File: config.mk
export PLATFORM = sky130hd
export DESIGN_NAME = alu_seq
export DESIGN_NICKNAME = d
export VERILOG_FILES = /design/src/rtl/alu_seq.sv
export SDC_FILE = /design/constraint.sdc
export NUM_CORES = 1
export LEC_CHECK = 0
export CAP_MARGIN = 20
export CELL_PAD_IN_SITES_DETAIL_PLACEMENT = 1
export CELL_PAD_IN_SITES_GLOBAL_PLACEMENT = 2
export CORE_MARGIN = 10
export CORE_UTILIZATION = 30
export CTS_CLUSTER_DIAMETER = 60
export DETAILED_ROUTE_END_ITERATION = 6
export PLACE_DENSITY_LB_ADDON = 0.2
export SYNTH_ARGS = -nofsm -noshare
export SYNTH_HDL_FRONTEND = slang
export SYNTH_SLANG_ARGS = --single-unit
export TNS_END_PERCENT = 30
File: constraint.sdc
create_clock -name clk -period 2.6 [get_ports clk]
set_input_delay 0.52 -clock clk [delete_from_list [all_inputs] [get_ports clk]]
set_output_delay 0.52 -clock clk [all_outputs]
set_load 0.1 [all_outputs]
File: src/rtl/alu_seq.sv
// Sequencer that issues a wide operation to an 8-bit clocked ALU slice, LSB slice first,
// and reassembles the result. Optional rsp_zero output enabled by ALU_SEQ_ZERO_FLAG_EN.
module alu_seq #(
  parameter int unsigned WIDTH       = 8,
  parameter int unsigned LANES       = 4,
  parameter int unsigned ALU_LATENCY = 1,
  parameter logic [15:0] CHAIN_MASK  = 16'h0003
) (
  input  logic                   clk,
  input  logic                   rst_n,
  input  logic                   cmd_valid,
  output logic                   cmd_ready,
  input  logic [3:0]             cmd_opcode,
  input  logic [WIDTH*LANES-1:0] cmd_a,
  input  logic [WIDTH*LANES-1:0] cmd_b,
  input  logic                   cmd_carry_in,
  output logic [WIDTH-1:0]       alu_in_a,
  output logic [WIDTH-1:0]       alu_in_b,
  output logic [3:0]             alu_opcode,
  output logic                   alu_carry_in,
  input  logic [WIDTH-1:0]       alu_sum,
  input  logic                   alu_carry_out,
  output logic                   rsp_valid,
  input  logic                   rsp_ready,
  output logic [WIDTH*LANES-1:0] rsp_result,
  output logic                   rsp_carry
`ifdef ALU_SEQ_ZERO_FLAG_EN
  ,
  output logic                   rsp_zero
`endif
);

  localparam int unsigned FW = WIDTH * LANES;
  localparam int unsigned KW = (LANES > 1) ? $clog2(LANES) : 1;

  typedef enum logic [1:0] {S_IDLE, S_ISSUE, S_WAIT, S_RESP} state_e;

  state_e          state_q, state_d;
  logic [KW-1:0]   k_q, k_d, k_nxt;
  logic [2:0]      wcnt_q, wcnt_d;
  logic [FW-1:0]   a_q, a_d, b_q, b_d;
  logic [3:0]      op_q, op_d;
  logic            cin_q, cin_d;
  logic [WIDTH-1:0] alu_a_q, alu_a_d, alu_b_q, alu_b_d;
  logic [3:0]      alu_op_q, alu_op_d;
  logic            alu_cin_q, alu_cin_d;
  logic [FW-1:0]   res_q, res_d;
  logic            carry_q, carry_d;
  logic            last_wait, last_lane;

  assign cmd_ready = rst_n && (state_q == S_IDLE);
  assign k_nxt     = k_q + KW'(1);
  assign last_wait = (wcnt_q == 3'(ALU_LATENCY - 1));
  assign last_lane = (k_q == KW'(LANES - 1));

  always_comb begin
    state_d   = state_q;
    k_d       = k_q;
    wcnt_d    = wcnt_q;
    a_d       = a_q;
    b_d       = b_q;
    op_d      = op_q;
    cin_d     = cin_q;
    alu_a_d   = alu_a_q;
    alu_b_d   = alu_b_q;
    alu_op_d  = alu_op_q;
    alu_cin_d = alu_cin_q;
    res_d     = res_q;
    carry_d   = carry_q;
    unique case (state_q)
      S_IDLE: begin
        if (cmd_valid && cmd_ready) begin
          state_d   = S_ISSUE;
          a_d       = cmd_a;
          b_d       = cmd_b;
          op_d      = cmd_opcode;
          cin_d     = cmd_carry_in;
          k_d       = '0;
          wcnt_d    = '0;
          alu_a_d   = cmd_a[WIDTH-1:0];
          alu_b_d   = cmd_b[WIDTH-1:0];
          alu_op_d  = cmd_opcode;
          alu_cin_d = cmd_carry_in;
        end
      end
      S_ISSUE: begin
        state_d = S_WAIT;
        wcnt_d  = '0;
      end
      S_WAIT: begin
        if (last_wait) begin
          res_d[k_q*WIDTH +: WIDTH] = alu_sum;
          carry_d = alu_carry_out;
          wcnt_d  = '0;
          if (last_lane) begin
            state_d = S_RESP;
          end else begin
            // Non-chained opcodes reuse the command carry so lanes stay independent.
            state_d   = S_ISSUE;
            k_d       = k_nxt;
            alu_a_d   = a_q[k_nxt*WIDTH +: WIDTH];
            alu_b_d   = b_q[k_nxt*WIDTH +: WIDTH];
            alu_cin_d = CHAIN_MASK[op_q] ? alu_carry_out : cin_q;
          end
        end else begin
          wcnt_d = wcnt_q + 3'd1;
        end
      end
      S_RESP: begin
        if (rsp_ready) state_d = S_IDLE;
      end
      default: state_d = S_IDLE;
    endcase
  end

  always_ff @(posedge clk or negedge rst_n) begin
    if (!rst_n) begin
      state_q   <= S_IDLE;
      k_q       <= '0;
      wcnt_q    <= '0;
      a_q       <= '0;
      b_q       <= '0;
      op_q      <= '0;
      cin_q     <= 1'b0;
      alu_a_q   <= '0;
      alu_b_q   <= '0;
      alu_op_q  <= '0;
      alu_cin_q <= 1'b0;
      res_q     <= '0;
      carry_q   <= 1'b0;
    end else begin
      state_q   <= state_d;
      k_q       <= k_d;
      wcnt_q    <= wcnt_d;
      a_q       <= a_d;
      b_q       <= b_d;
      op_q      <= op_d;
      cin_q     <= cin_d;
      alu_a_q   <= alu_a_d;
      alu_b_q   <= alu_b_d;
      alu_op_q  <= alu_op_d;
      alu_cin_q <= alu_cin_d;
      res_q     <= res_d;
      carry_q   <= carry_d;
    end
  end

  assign alu_in_a     = alu_a_q;
  assign alu_in_b     = alu_b_q;
  assign alu_opcode   = alu_op_q;
  assign alu_carry_in = alu_cin_q;
  assign rsp_valid    = (state_q == S_RESP);
  assign rsp_result   = res_q;
  assign rsp_carry    = carry_q;

`ifdef ALU_SEQ_ZERO_FLAG_EN
  logic zero_q;
  logic fin_op;

  assign fin_op = (state_q == S_WAIT) && last_wait && last_lane;

  always_ff @(posedge clk or negedge rst_n) begin
    if (!rst_n)      zero_q <= 1'b0;
    else if (fin_op) zero_q <= (res_d == '0);
  end

  assign rsp_zero = zero_q;
`else
`endif

endmodule

== After elaboration in Yosys (flattened, before gate mapping) ==
Memory sizes are Yosys's and may differ from the RTL's.
Index checks and enable logic that the tools add are counted.

* Bitwise gates (word level): 0
* Add/subtract/negate cells: 3
* Multiply operators: 0
* Order comparisons: 1
* Div/mod/pow operators: 0
* Equality and inequality tests: 8
* Muxes and demuxes: 27
* Reduce and logical (&&, ||, !) cells: 11
* Shifts and indexed selects: 4

{| class="wikitable"
|+ Operator list
! cell !! number
|-
| $shiftx A32 B6 Y8 || 2
|-
| $mux W8 || 6
|-
| $neg A5 Y34 || 1
|-
| $shift A8 B34 Y32 const A || 1
|-
| $shiftx A8 B34 Y32 || 1
|-
| $bwmux W32 || 1
|-
| $pmux W8 S2 || 2
|-
| $mux W2 || 7
|-
| $pmux W3 S3 || 1
|-
| $pmux W2 S4 || 1
|-
| $eq A2 B2 Y1 const B || 3
|-
| $mux W3 || 2
|-
| $reduce_and A2 Y1 || 3
|-
| $lt A4 B5 Y1 const B || 1
|-
| $mux W1 || 5
|-
| $ne A2 B1 Y1 const B || 2
|-
| $ne A2 B2 Y1 const B || 2
|-
| $pmux W2 S2 || 1
|-
| $reduce_and A4 Y1 || 1
|-
| $add A3 B1 Y3 const B || 1
|-
| $logic_not A3 Y1 || 1
|-
| $reduce_and A3 Y1 || 1
|-
| $reduce_bool A3 Y1 || 1
|-
| $add A2 B1 Y2 const B || 1
|-
| 5 further kinds || 6
|}

* Memory bits (read-only): 16
* RAM bits: 0
* Memories: 1
* Input port bits: 82
* Flip-flop bits (word level): 126
* Latch bits: 0

{| class="wikitable"
|+ Memories
! name !! depth !! width !! rd ports !! clocked after Yosys merged registers in !! wr ports !! RTL line !! source
|-
| (no name shown) || 16 || 1 || 1 || 0 || 0 || 103 || <nowiki>alu_cin_d = CHAIN_MASK[op_q] ? alu_carry_out : cin_q;</nowiki>
|}

== Longest topological paths before layout ==
* Depth in word-level cells: 6
* Gate-level depth with buffers: 10

== Worst setup path before layout ==
Ideal clock, no wire load.

* Path type: flip-flop to output port
* Start: register state_q[0]
* End: output port cmd_ready
* Required time: 2080 ps
* Cell stages (with the launch flop): 4
* Arrival time: 2954 ps
* Setup slack: -874 ps
* Path through: dfrtp_1 > buf_2 > buf_1 > nor3b_1

* Word-level cells in the longest chain between the ends: 2

{| class="wikitable"
|+ Ends and longest elaborated chain
! element !! RTL line !! source
|-
| from (decl) || 38 || <nowiki>state_e state_q, state_d;</nowiki>
|-
| from (signal assigned) || 132 || <nowiki>state_q <= state_d;</nowiki>
|-
| $logic_not A2 Y1 || 51 || <nowiki>assign cmd_ready = rst_n && (state_q == S_IDLE);</nowiki>
|-
| $logic_and A1 B1 Y1 || 51 ||
|-
| to (decl) || 12 || <nowiki>output logic cmd_ready,</nowiki>
|}

Every way passes these cells.

== Worst setup path in the final report ==
* Start: input port rst_n
* End: output port cmd_ready

* Word-level cells in the longest chain between the ends: 1

{| class="wikitable"
|+ Ends and longest elaborated chain
! element !! RTL line !! source
|-
| from (decl) || 10 || <nowiki>input logic rst_n,</nowiki>
|-
| $logic_and A1 B1 Y1 || 51 ||
|}

Every way passes these cells.

==> key figures <==
Clock tree
  • CTS Sinks: 126
  • Number of instances resized during post-cts repair: 0
  • Post-CTS Setup Bufs: 0
  • Number of clock buffers inserted by TritonCTS: 17
  • Clock latency reported for the late side of the worst-skew pair: 0.42 ns
  • CTS tree: yes
  • Htree depth: 4
  • Clock-pin slew of the registers on the worst-case setup and hold paths: 0.06 ns
  • Number of buffers between clock root and the deepest sink: 2
  • Root cell of the clock tree: sky130_fd_sc_hd__clkbuf_16

Critical path
  • Highest net fanout along the worst path: 22
  • Category of cells accounting for the largest share of critical-path delay: buffers and inverters
  • CP max stage cell: sky130_fd_sc_hd__dlygate4sd3_1
  • Maximum cell stage delay along the critical path: 0.56 ns
  • Crit end category: output port
  • Arrival time worst endpoint: 1.83 ns
  • Startpoint-to-endpoint class of the critical path: in -> out
  • Element type at the critical path start: primary input
  • Count of buffering cells on the critical path with inverters included: 3
  • Cell breakdown of the critical path: dlygate4sd3_1 > buf_6 > nor3b_2 > buf_12
  • Required time at the endpoint of the critical path: 2.08 ns

Routing
  • Final antenna-violating net count: 0
  • DRC errors left: 0
  • DR vias/cell: 4.90
  • First drt pass iteration count: 4
  • Vias after detailed routing: 4173
  • Average routed wire per standard cell: 20.3 um
  • Detailed-route wire length: 17300 um
  • DRT iter0 DRCs: 121

Power and ir drop
  • Leak: 3.48 nW
  • Worst VDD drop: 751 uV
  • Pwr per Cell Area: 1390 mW/mm2

Cells and area
  • Final instance count without filler cells: 852
  • Fraction of final layout cells sized beyond drive strength 1: 0.390
  • Layout overhead on the synthesized area: 36.6%
  • Number of filler cells placed in the layout: 2028
  • Layout Nets: 664
  • Number of antenna repair diodes: 0

Timing
  • Setup repair after global routing missed its margin: false
  • Aggregate negative setup slack: 0 ns
  • Period utilisation layout: 0.902
  • Post-layout minimum cycle time: 2.35 ns
  • Worst path setup slack after routing: 0.254 ns
  • Final setup fails: 0
  • Worst-case clock skew: 0.00564 ns
  • Final hold violations: 0
  • Max Transition Viols Final: 0
  • Worst rel slew slack: 0.458
  • Upper clock frequency limit: 0.426 GHz
  • Slew @ Worst Pin: 0.814 ns

Synth
  • Distinct cell type count after synthesis: 39
  • Commonest cells post-synth: 126 x sky130_fd_sc_hd__dfrtp_1, 73 x sky130_fd_sc_hd__mux2_2, 35 x sky130_fd_sc_hd__mux2i_1
  • Cell type with the largest total area after synthesis: sky130_fd_sc_hd__dfrtp_1
  • Post-Syn Nets: 526
  • Flop and latch count out of synthesis: 126
  • Mapped cell area: 0.00587 mm2
  • Most frequently used cell type in the post-synthesis netlist: sky130_fd_sc_hd__dfrtp_1
  • Fraction of registers with async set or reset after synthesis: 1.00
  • Instance count of the mapped netlist: 436
  • Dominant synthesized flop cell: sky130_fd_sc_hd__dfrtp_1
  • Synth Area per Inst: 13.5 um2
  • Number of warnings reported in the yosys synthesis log: 0
  • Share of the synthesized area in the top cell type: 0.537
  • Cell types with the largest area share after synthesis: sky130_fd_sc_hd__dfrtp_1 54%, sky130_fd_sc_hd__mux2_2 14%, sky130_fd_sc_hd__mux2i_1 6.0%, sky130_fd_sc_hd__a21bo_2 5.1%, sky130_fd_sc_hd__nand4_1 3.2%
  • Register area share after synthesis: 0.537
  • EDFF count, synth: 0

Die
  • Chip Width: 160 um
  • Vert. Die Dim: 160 um
  • Site Rows: 51
  • IO Pins: 138
  • Initial Utilization: 0.304
  • Area inside the core boundary: 0.0193 mm2
  • Full die area: 0.0256 mm2

Placed design
  • Worst slack at placement: 0.298 ns
  • Routability-driven placement congestion ratio: 0.726
  • Number of placed instances, taps included: 819
  • Dpl hpwl: 12200 um
  • Count of buffers from port buffering: 137

Global routing
  • Via count of the first global-routing pass: 4782
  • Overall track demand over capacity in global routing: 0.136
  • Maximum number of pins on one net before global-route repair: 72
  • Number of antenna violations at the first check in global routing: 0
  • First-pass GRT wire length: 27600 um
  • Overflow left after global routing: 0

Outcome
  • Result of the run: finished, final reports clean

Hold path
  • Worst hold path type: reg -> reg

Job
  • Max-cap viol count: 0
[sequential cells by signal, indices dropped and copies added (netlist names)]
signal and count:
alu_carry_in 1, alu_opcode 4, wcnt_q 3, state_q 2, rsp_carry 1, b_q 32
rsp_result 32, alu_in_a 8, k_q 2, alu_in_b 8, cin_q 1, a_q 32
[metal layers]
| layer | track usage | part of all wire | vias to the layer above |
|---|---|---|---|
| met1 | 0.160 | 0.44 | 2138 |
| met2 | 0.228 | 0.49 | 112 |
| met5 | 0 | 0 | - |
| met3 | 0.0509 | 0.066 | 11 |
| met4 | 0.0367 | 0.0072 | 0 |
| li1 | - | - | 1912 |
[repair_timing]
action / in CTS / in global routing
hold endpoints to repair: 16 / 0
endpoints found under the setup margin: 0 / 0
hold buffers: 1 / 0
[placed cells by master, fill, tap and decap left out, types with 4 or more instances in the layout]
cell and n:
sky130_fd_sc_hd__o32a_1 8, sky130_fd_sc_hd__buf_4 69, sky130_fd_sc_hd__o32a_2 9, sky130_fd_sc_hd__a21bo_2 30, sky130_fd_sc_hd__dfrtp_1 125, sky130_fd_sc_hd__mux2i_1 35, sky130_fd_sc_hd__mux2_2 73, sky130_fd_sc_hd__ha_1 8
sky130_fd_sc_hd__o22ai_1 16, sky130_fd_sc_hd__nand4_1 30, sky130_fd_sc_hd__inv_1 5, sky130_fd_sc_hd__clkbuf_16 17, sky130_fd_sc_hd__clkdlybuf4s50_1 80, sky130_fd_sc_hd__a21o_1 17, sky130_fd_sc_hd__nand2_1 10, sky130_fd_sc_hd__clkinv_4 4
[final cells by class]
cell class,instances,area (um2),share of cell area
sequential,126,3150,0.393
multi-input combinational,270,2520,0.314
timing repair buffer,154,1400,0.175
clock buffer,20,457,0.0570
tap,265,332,0.0414
clock inverter,12,136,0.0170
inverter,5,18.8,0.00234
[per-stage QoR]
stage	hold WS, ns	power [W]	instance area (um2)	util
2_1_floorplan	0.224	0.00745	5870	-
3_3_place_gp	0.377	0.00875	7410	0.383
3_5_place_dp	0.378	0.00890	7410	0.383
4_1_cts	0.495	0.0113	8020	0.415
5_1_grt	0.503	0.0118	8020	0.415
6_report	0.487	0.0112	8020	0.415
[path summary, 6_finish.rpt]
check	start	to	slack [ns]	cells past startpoint
hold reg to reg	rsp_result[9]	rsp_result[9]	0.49	1
setup / recovery	rst_n	cmd_ready	0.25	4
hold / removal	rsp_result[9]	rsp_result[9]	0.49	1
min in group asynchronous	rst_n	alu_opcode[1]	0.53	2
max in group asynchronous	rst_n	k_q[0]	0.97	3
setup reg to reg	k_q[1]	alu_in_a[2]	0.41	5
[power breakdown]
| group | internal, W | switching (W) | total, W |
|---|---|---|---|
| clock | 0.00147 | 0.000915 | 0.00238 |
| sequential | 0.00280 | 0.000546 | 0.00334 |
| combinational | 0.00187 | 0.00359 | 0.00545 |
| total | 0.00613 | 0.00505 | 0.0112 |
[cells by family (layout without fill, tap and decap cells)]
group / Yosys count / count (layout) / share of synthesized area
flip-flops: 126 / 126 / 0.537
multiplexers: 108 / 108 / 0.200
AO/OA/AOI/OAI: 89 / 89 / 0.131
AND/OR/NAND/NOR: 65 / 65 / 0.0750
buffers and inverters: 40 / 191 / 0.0396
adder cells (fa/ha/maj): 8 / 8 / 0.0171
Power figures use the tool's default switching activity.
==> RTL edit 1: new RTL, same flow settings <==
Re-encode `state_e` (4 states) as one-hot, 4 bits wide.
--- a/src/rtl/alu_seq.sv
+++ b/src/rtl/alu_seq.sv
@@ -33,7 +33,7 @@
   localparam int unsigned FW = WIDTH * LANES;
   localparam int unsigned KW = (LANES > 1) ? $clog2(LANES) : 1;
 
-  typedef enum logic [1:0] {S_IDLE, S_ISSUE, S_WAIT, S_RESP} state_e;
+  typedef enum logic [3:0] {S_IDLE = 4'b0001, S_ISSUE = 4'b0010, S_WAIT = 4'b0100, S_RESP = 4'b1000} state_e;
 
   state_e          state_q, state_d;
   logic [KW-1:0]   k_q, k_d, k_nxt;
Formal check against the unedited RTL: same outputs for any inputs over 10 cycles, from zero or initial values and one cycle with rst_n low; not proved beyond that.
==> RTL edit 1 against the unedited design <==
- sequential cell count increased by 2
- via count fell by 4.4%
- total power fell by 6.5%
- setup slack worse by 0.19 ns
- cell area shrank 0.94%
- non-clock buffer count up 4
- count of clock-buffer cells in the layout increased by 3
- synthesized area shrank 2.6%
- routed wire length decreased by 4.2%
- largest power group unchanged
==> RTL edit 1: results <==
[global_route]
grt_pass1_vias = 4535
grt_usage_pct = 13.4
grt_first_pass_wirelength_mm = 26.1

[power_and_ir_drop]
power.leakage_nw = 3.37
vdd_drop_max_mv = 0.575

[routing]
drt_iter0_drc = 114
wire_per_inst_um = 19.9
wl_met2_mm = 8.12
met1_length_mm = 7.23
vias_per_cell = 4.80
met3_length_mm = 1.04

[yosys]
synth_area_leaders = "dfrtp_1, mux2_2, mux4_2, nand2_1, o21ai_0"
synth_commonest_cells = "dfrtp_1, mux2_2, nand2_1, o21ai_0"
syn_area_per_cell_um2 = 13.3
synthMuxAreaShare_pct = 20.6
ys_seq_area_share_pct = 56.0
synth_compound_area_share_pct = 10.2
synthesis.nets = 521

[cells_and_area]
fin_cells = 831
drive_above_1_share_pct = 35.5
nets = 672
fillers = 1940

[worst_setup_path]
r2r_end = "alu_carry_in$_DFFE_PN0P_"
r2r-start = "state_q[1]$_DFFE_PN0P_"
r2r_slack_ns = 0.47
path_max_fanout = 8

[placed_design]
place_hpwl_mm = 12.3
routabilityCongestion = 0.735
placed_cells = 796
placed_cell_area_um2 = 7280

[worst_hold_path]
min_from = "rsp_result[22]$_DFFE_PN0P_"
holdPathStages = 2
hold_end = "rsp_result[22]$_DFFE_PN0P_"

[sta]
skew_ns = 0.00743
tightestPinTransition_ns = 0.788

[run_status]
outcome = "finished, final reports clean"

[cts]
cts_setup_buffers = 0
root_buffer = "clkbuf_16"
## RTL edit 1: cell types whose count changed after synthesis, sizes merged, moves of 9 or more
cell     unedited run  this run
mux2i              35         2
o21ai               3        35
buf                27        18
o32a               17         0
inv                 5        15
a21o               17         2
o22ai              16         0
o2bb2ai             1        17
nand3               0        12
nand2              12        54
mux4                0        16
nand4              30         0
a22oi               0        16
a21bo              30         0
## RTL edit 1: worst max path at each step
stage,start,to,slack [ns]
after CTS,state_q[0]$_DFFE_PN1P_,cmd_ready,0.001
final,state_q[0]$_DFFE_PN1P_,cmd_ready,0.07
after floorplan,state_q[0]$_DFFE_PN1P_,cmd_ready,-0.15
after global routing,state_q[0]$_DFFE_PN1P_,cmd_ready,-0.01
after global placement,state_q[0]$_DFFE_PN1P_,cmd_ready,0.43
after detailed placement,cmd_valid,b_q[11]$_DFFE_PN0P_,0.44
## RTL edit 1: area by class of cell
cell class	instances	area (um2)	share of cell area (%)
antenna	2	5.00	0.0630
clock inverter	9	155	1.95
tap	234	293	3.69
clock buffer	23	478	6.02
multi-input combinational	262	2330	29.4
timing repair buffer	158	1420	17.9
sequential	128	3210	40.4
inverter	15	56.3	0.709
## RTL edit 1: layer usage
metal | vias up | track usage [%]
li1 | 1857 | -
met1 | 2023 | 16.6
met2 | 94 | 21.8
met3 | 17 | 4.64
met4 | 0 | 3.84
met5 | - | 0
## RTL edit 1: through the flow
stage | worst slack [ns] | hold WS [ns] | power (mW) | TNS, ns
5_1_grt | -0.0107 | 0.515 | 11.0 | -0.0107
3_5_place_dp | 0.441 | 0.344 | 7.96 | 0
3_3_place_gp | 0.426 | 0.343 | 7.84 | 0
2_1_floorplan | -0.147 | 0.224 | 6.76 | -0.147
4_1_cts | 0.00131 | 0.495 | 10.6 | 0
6_report | 0.0681 | 0.482 | 10.4 | 0
## RTL edit 1: kinds of logic after synthesis
family                     after synthesis
muxes                                   89
buffers and inverters                   41
AOI/OAI and AO/OA                       75
DFF                                    128
adders and majority gates                8
and+or+nand+nor                         90
## RTL edit 1: what timing repair did
action,4_1_cts,5_1_grt
resized for setup,0,1
endpoints found under the setup margin,0,1
hold endpoints to repair,8,0
hold buffers,1,0
## RTL edit 1: power by group
part | internal (mW) | switching [mW] | total (mW) | leakage (nW)
Combinational | 1.64 | 2.93 | 4.57 | 1.62
Clock | 1.68 | 0.882 | 2.56 | 0.296
Sequential | 2.79 | 0.518 | 3.31 | 1.45
Total | 6.12 | 4.33 | 10.4 | 3.37
## RTL edit 1: critical path: stages, from the launching register on
cell     delay [ns]
dfstp_2        0.65
nor4b_4        0.30
buf_4          0.22
and2_1         0.23
buf_12         0.20
==> RTL edit 2: new RTL, config.mk and constraints unchanged <==
Without the edit above. Set the parameter `WIDTH` to 10 (it was 8).
--- a/src/rtl/alu_seq.sv
+++ b/src/rtl/alu_seq.sv
@@ -1,7 +1,7 @@
 // Sequencer that issues a wide operation to an 8-bit clocked ALU slice, LSB slice first,
 // and reassembles the result. Optional rsp_zero output enabled by ALU_SEQ_ZERO_FLAG_EN.
 module alu_seq #(
-  parameter int unsigned WIDTH       = 8,
+  parameter int unsigned WIDTH       = 10,
   parameter int unsigned LANES       = 4,
   parameter int unsigned ALU_LATENCY = 1,
   parameter logic [15:0] CHAIN_MASK  = 16'h0003
Ports: changed (6 resized); port bits go from 138 to 168. The function was not compared with the original's and may differ.
==> RTL edit 2 against the unedited design <==
- die area rose by 21%
- cell area rose by 21%
- synthesized area rose by 24%
- setup slack got worse by 0.16 ns
- critical path type unchanged
- critical endpoint unchanged
- sequential cell count rose by 28
- routed wire length rose by 37%
Power is left out: the tool's default activity adds up to more than one toggle a clock period on the data nets, which glitch-free logic cannot reach.
==> RTL edit 2: results <==
[placed_design]
placed_cell_area_um2 = 9080
routabilityCongestion = 0.795
portBuffers = 167
dp_worst_setup_slack_ns = 0.364
place_hpwl_mm = 17.2
placed_cells = 1219

[yosys]
synth_area_leaders = "dfrtp_1, nand2_1, mux4_2, o21ai_0, a31oi_1"
syn_area_per_cell_um2 = 9.53
synth_top_area_cell = "dfrtp_1"
ys_seq_area_share_pct = 53.1
synth_commonest_cells = "nand2_1, dfrtp_1, o21ai_0, nor2_1, buf_2"
synth_cell_type_count = 57
ys_async_sr_fraction_pct = 100
synthesis.nets = 869

[worst_setup_path]
r2r-start = "k_q[0]$_DFFE_PN0P_"
reg2regPathDepth = 7
startpoint = "rst_n"
crit_slowest_cell = "dlygate4sd3_1"
endpoint_kind = "output port"
path_max_fanout = 34
r2r_slack_ns = 0.35
cp.arrival_ns = 1.98
r2r_end = "rsp_result[8]$_DFFE_PN0P_"

[cells_and_area]
diodes = 0
fin_cells = 1252
nets = 1028
drive_above_1_share_pct = 17.6

[sta]
skew_ns = 0.0158
tightestPinTransition_ns = 0.610
period_share_pct = 96.3
hold_slack_ns = 0.473

[run_status]
outcome = "finished, final reports clean"

[routing]
drt_iter0_drc = 351
first_pass_iters = 5
vias_per_cell = 4.78
wire_per_inst_um = 18.9

[global_route]
grt_usage_pct = 15.5
grt_max_degree = 85
grt_pass1_vias = 6710
grt_first_pass_wirelength_mm = 38.0

[worst_hold_path]
hold_end = "a_q[33]$_DFFE_PN0P_"
min_from = "a_q[33]$_DFFE_PN0P_"
hold_path_class = "register to register"
holdPathStages = 2

[cts]
clkTransAtPathRegs_ns = 0.07
cts_buffers = 17
[RTL edit 2: cell types whose count changed in the layout (fill, tap and decap cells not counted), moves of 13 or more]
cell / before / now
nand2_1: 10 / 333
mux2_2: 73 / 5
o21ai_0: 3 / 34
a21bo_2: 30 / 0
nand4_1: 30 / 1
dfrtp_1: 125 / 153
mux2i_1: 35 / 8
nor2_1: 3 / 28
a31oi_1: 1 / 22
mux4_2: 0 / 20
clkdlybuf4s50_1: 80 / 98
o22ai_1: 16 / 0
buf_4: 69 / 84
a21o_1: 17 / 4
[RTL edit 2: logic make-up (layout without fill, tap and decap cells)]
logic type,count (synthesis),count (layout),share of synthesized area [%]
and+or+nand+nor,404,404,22.7
DFF,154,154,53.1
AOI/OAI and AO/OA,99,99,8.95
buffers and inverters,56,228,4.33
muxes,40,40,9.52
adders and majority gates,8,8,1.38
[RTL edit 2: worst min-delay path, delay by kind of cell (launching register included)]
| kind | cells | cell delay, ns |
|---|---|---|
| AND/OR/NAND/NOR | 2 | 0.10 |
| flip-flops | 1 | 0.34 |
[RTL edit 2: final cells by class]
class,count,area (um2)
multi-input combinational,551,3110
timing repair buffer,187,1690
clock buffer,17,425
sequential,154,3850
inverter,9,33.8
fill,2755,13900
clock inverter,15,156
tap,319,399
[RTL edit 2: repair_timing]
| action | 4_1_cts | 5_1_grt |
|---|---|---|
| setup endpoints to repair | 0 | 0 |
| hold endpoints to repair | 28 | 0 |
| hold buffers | 1 | 0 |
| setup buffers | 0 | 0 |
[RTL edit 2: routing by layer]
metal	track usage, %	vias to the layer above	wire (um)
met2	26.6	139	12000
met1	18.7	2987	10300
met4	4.49	0	268
li1	-	2842	-
met5	0	-	0
met3	3.88	14	1080
